<file path="src/rtl/mem_io_bridge.sv">
// Data-port bridge for the single-cycle miniRV core: splits accesses between data RAM
// and the LED / seven-segment / switch / button peripherals, answering loads combinationally.
module mem_io_bridge #(
  parameter int SCAN_DIV = 20000
) (
  input  logic        clk,
  input  logic        rst,
  input  logic [31:0] addr,
  input  logic        we,
  input  logic [31:0] wdin,
  output logic [31:0] rdata,
  output logic [13:0] ram_a,
  output logic        ram_we,
  output logic [31:0] ram_wd,
  input  logic [31:0] ram_rd,
  input  logic [23:0] sw,
  input  logic [4:0]  btn,
  output logic [23:0] led,
  output logic [7:0]  dig_en,
  output logic [7:0]  seg
);

  localparam int              CNT_W    = (SCAN_DIV > 1) ? $clog2(SCAN_DIV) : 1;
  localparam logic [CNT_W-1:0] CNT_LAST = CNT_W'(SCAN_DIV - 1);

  localparam logic [11:0] OFF_DISP = 12'h000;
  localparam logic [11:0] OFF_LED  = 12'h060;
  localparam logic [11:0] OFF_SW   = 12'h070;
  localparam logic [11:0] OFF_BTN  = 12'h078;

  logic             w_periph;
  logic             w_hit_disp;
  logic             w_hit_led;
  logic [3:0]       w_nibble;

  logic [31:0]      r_disp;
  logic [23:0]      r_led;
  logic [23:0]      r_sw_meta;
  logic [23:0]      r_sw_s;
  logic [4:0]       r_btn_meta;
  logic [4:0]       r_btn_s;
  logic [CNT_W-1:0] r_scan_cnt;
  logic [2:0]       r_idx;

  assign w_periph   = (addr[31:12] == 20'hFFFFF);
  assign w_hit_disp = w_periph && (addr[11:0] == OFF_DISP);
  assign w_hit_led  = w_periph && (addr[11:0] == OFF_LED);

  assign ram_a  = addr[15:2];
  assign ram_we = we & ~w_periph;
  assign ram_wd = wdin;

  always_ff @(posedge clk) begin
    if (rst) begin
      r_disp     <= '0;
      r_led      <= '0;
      r_sw_meta  <= '0;
      r_sw_s     <= '0;
      r_btn_meta <= '0;
      r_btn_s    <= '0;
      r_scan_cnt <= '0;
      r_idx      <= '0;
    end else begin
      if (we && w_hit_disp) r_disp <= wdin;
      if (we && w_hit_led)  r_led  <= wdin[23:0];
      r_sw_meta  <= sw;
      r_sw_s     <= r_sw_meta;
      r_btn_meta <= btn;
      r_btn_s    <= r_btn_meta;
      // Free-running digit scan: each digit dwells exactly SCAN_DIV cycles.
      if (r_scan_cnt == CNT_LAST) begin
        r_scan_cnt <= '0;
        r_idx      <= r_idx + 3'd1;
      end else begin
        r_scan_cnt <= r_scan_cnt + CNT_W'(1);
      end
    end
  end

  always_comb begin
    rdata = ram_rd;
    if (w_periph) begin
      case (addr[11:0])
        OFF_DISP: rdata = r_disp;
        OFF_LED:  rdata = {8'h0, r_led};
        OFF_SW:   rdata = {8'h0, r_sw_s};
        OFF_BTN:  rdata = {27'h0, r_btn_s};
        default:  rdata = 32'h0;
      endcase
    end
  end

  assign led      = r_led;
  assign dig_en   = ~(8'b1 << r_idx);
  assign w_nibble = r_disp[{r_idx, 2'b00} +: 4];

  // Active-low hex font; bit 7 (DP) stays high in every entry.
  always_comb begin
    seg = 8'hFF;
    case (w_nibble)
      4'h0: seg = 8'hC0;
      4'h1: seg = 8'hF9;
      4'h2: seg = 8'hA4;
      4'h3: seg = 8'hB0;
      4'h4: seg = 8'h99;
      4'h5: seg = 8'h92;
      4'h6: seg = 8'h82;
      4'h7: seg = 8'hF8;
      4'h8: seg = 8'h80;
      4'h9: seg = 8'h90;
      4'hA: seg = 8'h88;
      4'hB: seg = 8'h83;
      4'hC: seg = 8'hC6;
      4'hD: seg = 8'hA1;
      4'hE: seg = 8'h86;
      4'hF: seg = 8'h8E;
      default: seg = 8'hFF;
    endcase
  end

endmodule

</file>
<file path="config.mk">
export PLATFORM = sky130hd
export DESIGN_NAME = mem_io_bridge
export DESIGN_NICKNAME = d
export VERILOG_FILES = /design/src/rtl/mem_io_bridge.sv
export SDC_FILE = /design/constraint.sdc
export NUM_CORES = 1
export LEC_CHECK = 0
export ABC_AREA = 1
export CAP_MARGIN = 10
export CELL_PAD_IN_SITES_DETAIL_PLACEMENT = 1
export CELL_PAD_IN_SITES_GLOBAL_PLACEMENT = 1
export CORE_MARGIN = 3
export CORE_UTILIZATION = 33
export CTS_CLUSTER_SIZE = 28
export DETAILED_ROUTE_END_ITERATION = 16
export PLACE_DENSITY = 0.94
export SLEW_MARGIN = 10
export SYNTH_ARGS = -nofsm -noshare
export SYNTH_HDL_FRONTEND = slang
export SYNTH_SLANG_ARGS = --single-unit
</file>
<file path="constraint.sdc">
create_clock -name clk -period 2.8 [get_ports clk]
set_input_delay 0.28 -clock clk [delete_from_list [all_inputs] [get_ports clk]]
set_output_delay 0.28 -clock clk [all_outputs]
set_load 0.02 [all_outputs]
</file>
==> flow_metrics.env, run 1 <==
export IMPL_synthToLayoutAreaGrowth_pct=44.10
export IMPL_firstDrtPassIters=4
export IMPL_required_ps=2520
export IMPL_routedWlPerCell_um=16.45
export IMPL_ios=247
export IMPL_drive_gt1_share_pct=6.086
export IMPL_ys_warn_count=0
export IMPL_first_global_vias=8099
export IMPL_report_final_hold_viol_count=0
export IMPL_cts_hold_buffers=0
export IMPL_dp_hpwl_um=19140
export IMPL_yosysTopAreaCellShare_pct=38.16
export IMPL_die_height_um=150.9
export IMPL_syn_area_per_cell_sq_um=6.325
export IMPL_row_count=52
export IMPL_synth_area_leaders="dfxtp_1, nand2_1, nor2_1"
export IMPL_max_freq_mhz=368.8
export IMPL_overflow=0
export IMPL_ys_async_sr_fraction_pct=0
export IMPL_hold_start="sw[18]"
export IMPL_cp_slowest_cell="clkdlybuf4s50_1"
export IMPL_grt_max_degree=65
export IMPL_numClockSinks=132
export IMPL_setup_violations=0
export IMPL_holdPathStages=3
export IMPL_crit_path_end_kind="primary output"
export IMPL_ys_ff_latch=132
export IMPL_antenna_found_initial=1
export IMPL_path_cells="clkdlybuf4s50_1, nand2_1, inv_1, nand2_1, nor2_2, buf_12, nand3_1, nand2_1, o21ai_0, nand2_1, clkdlybuf4s50_1"
export IMPL_cts_buffers_inserted=17
export IMPL_drv_slew=0
export IMPL_rsz0062_at_grt="no"
export IMPL_grt_usage_pct=22.14
export IMPL_cts_setup_buffers=0
export IMPL_yosysTopAreaCell="dfxtp_1"
export IMPL_synth_edf_count=0
export IMPL_timing_rr_start="r_scan_cnt[0]"
export IMPL_finalCritPeriodShare_pct=96.83
export IMPL_syn_area_sq_um=6925
export IMPL_irDropWorstVdd_mv=0.4841
export IMPL_power_density_nw_per_um2=477.6
export IMPL_clk_pin_slew_ps=60
export IMPL_initial_core_util_pct=33.90
export IMPL_n_fill_cell=2634
export IMPL_rr_worst_depth=9
export IMPL_drt_initial_drc_count=263
export IMPL_num_nets_final=1427
export IMPL_synthDistinctLibCells=30
export IMPL_crit_type="in2out"
export IMPL_ys_seq_area_share_pct=38.16
export IMPL_cts_buffer_depth=2
export IMPL_die_area_sq_um=22760
export IMPL_core_sq_um=20430
export IMPL_worst_pin_slew_ps=666.7
export IMPL_ys_dominant_reg_cell="dfxtp_1"
export IMPL_worstSetupStartpointType="primary input"
export IMPL_r2r_setup_slack_ps=870
export IMPL_vias_per_cell=4.804
export IMPL_clk_latency_ps=420
export IMPL_tns_ps=0
export IMPL_outcome="complete, no violations"
export IMPL_postRouteAntennaNets=0
export IMPL_antenna_cells=0
export IMPL_reg2reg_to="r_scan_cnt[11]"
export IMPL_fin_crit_ps=2711
export IMPL_min_to="r_sw_meta[18]"
export IMPL_netlist_top_cells_count="nand2_1, nor2_1, inv_1"
export IMPL_die_width_um=150.9
export IMPL_slew_headroom_pct=55.55
export IMPL_clockRootBuffer="clkbuf_16"
export IMPL_fin_util_pct=48.85
export IMPL_cts_tree="yes"
export IMPL_min_path_type="in2reg"
export IMPL_cp_arrival_ps=2430
export IMPL_gp_congestion=0.8429
export IMPL_critical_path_max_stage_delay_ps=590
export IMPL_vias=7533
export IMPL_yosysMostFrequentCell="nand2_1"
export IMPL_grt_pass1_wl_um=39640
export IMPL_port_buffers=245
export IMPL_worstPathMaxFanout=24
export IMPL_drc=0
export IMPL_routed_wl_um=25790
export IMPL_p_leak_nw=4.978
export IMPL_synth_nets=1236
export IMPL_h_tree_depth=4
export IMPL_fin_worst_skew_ps=7.428
export IMPL_cp_common_cell="nand2_1"
export IMPL_syn_inst=1095
export IMPL_max_cap_violations=0
-- through the flow --
| stage | hold WS, ps | setup slack, ps | instances | area [sq um] | power [mW] |
|---|---|---|---|---|---|
| 6_report | 378.2 | 88.69 | 1568 | 9980 | 4.766 |
| 5_1_grt | 367.6 | 1.466 | 1568 | 9980 | 4.937 |
| 4_1_cts | 357.6 | 0.02220 | 1568 | 9940 | 4.831 |
| 3_3_place_gp | 391.2 | 127.2 | 1537 | 9338 | 2.491 |
| 2_1_floorplan | 387.0 | 882.0 | 1095 | 6925 | 2.201 |
| 3_5_place_dp | 397.0 | -69.38 | 1537 | 9338 | 2.508 |
-- critical path, delay by kind of cell --
kind,cells,cell delay (ps)
AO/OA/AOI/OAI,1,120
AND/OR/NAND/NOR,6,630
buffers and inverters,4,1400
-- what timing repair did --
item                       4_1_cts  5_1_grt
gates resized for setup         14       34
setup endpoints to repair       15       28
hold endpoints to repair         0        0
-- registers in the layout, summed over array words and instances (netlist names) --
name / count
led: 24
r_btn_meta: 5
r_btn_s: 5
r_disp: 32
r_idx: 3
r_scan_cnt: 15
r_sw_meta: 24
r_sw_s: 24
-- cells by family (layout without fill, tap and decap cells) --
logic type / count (synthesis) / in the layout / share of synthesized area (%)
xor gates and xnor gates: 2 / 2 / 0.2530
AOI/OAI and AO/OA: 32 / 32 / 2.529
buffers and inverters: 238 / 441 / 16.53
DFF: 132 / 132 / 38.16
and+or+nand+nor: 677 / 677 / 40.13
adders and majority gates: 13 / 13 / 2.349
other: 1 / 1 / 0.05415
-- power breakdown --
group	switching [mW]	internal [mW]	leakage (nW)
combinational	0.244	0.284	3.61
sequential	0.0141	1.92	1.08
clock	0.895	1.41	0.288
-- final cells by class --
cell class              count  area [sq um]  share of cell area [%]
flip-flops and latches    132          2644                   26.49
clock buffers              17         425.4                   4.263
well taps                 270         337.8                   3.385
inverters                 144         540.5                   5.416
repair buffers            266          2693                   26.98
multi-input cells         725          3162                   31.68
clock inverters            14         177.7                   1.780
-- how the worst max path moves through the flow --
stage / startpoint / slack, ps / endpoint / cells after the start
floorplan: r_idx[0] / 880 / seg[5] / 11
global placement: addr[9] / 130 / rdata[25] / 9
detailed placement: addr[9] / -70 / rdata[24] / 9
CTS: addr[9] / 0.02 / rdata[19] / 12
global route: addr[12] / 1 / rdata[3] / 9
finish: addr[5] / 90 / rdata[0] / 11
-- layout by cell type (no fill, tap or decap), types with 2 or more instances in the layout --
cell type / n
or2_2: 2
clkinv_4: 2
nand3_2: 2
o21ai_0: 15
buf_12: 5
nand4_1: 8
clkbuf_16: 17
inv_2: 5
buf_4: 15
o211ai_1: 3
clkinvlp_4: 3
clkinv_2: 2
nor2_4: 2
a21oi_1: 11
bufinv_16: 3
nor2_1: 204
ha_1: 12
inv_6: 3
nor3_1: 5
o21a_1: 2
nor2_2: 2
nand2_2: 4
clkbuf_2: 5
xor2_1: 2
clkdlybuf4s50_1: 213
dfxtp_1: 131
dlygate4sd2_1: 5
dlymetal6s2s_1: 21
inv_1: 139
nand2_1: 326
nand3_1: 117
-- routing by layer --
layer  global-route usage, %  share of wire (%)  vias up
li1                        -                  -     3647
met1                   22.00                 38     3591
met2                   44.32                 54      241
met3                   4.788                6.3       54
met4                   8.160                2.6        0
met5                       0                  0        -
Power figures use the tool's default switching activity.
==> run 2: changes to the inputs <==
Settings changed: CTS_BUF_LIST set to sky130_fd_sc_hd__clkbuf_4 sky130_fd_sc_hd__clkbuf_8 sky130_fd_sc_hd__clkbuf_16.
==> results of run 2 <==
The final DEF is identical to that of run 1; final timing and power are the same.
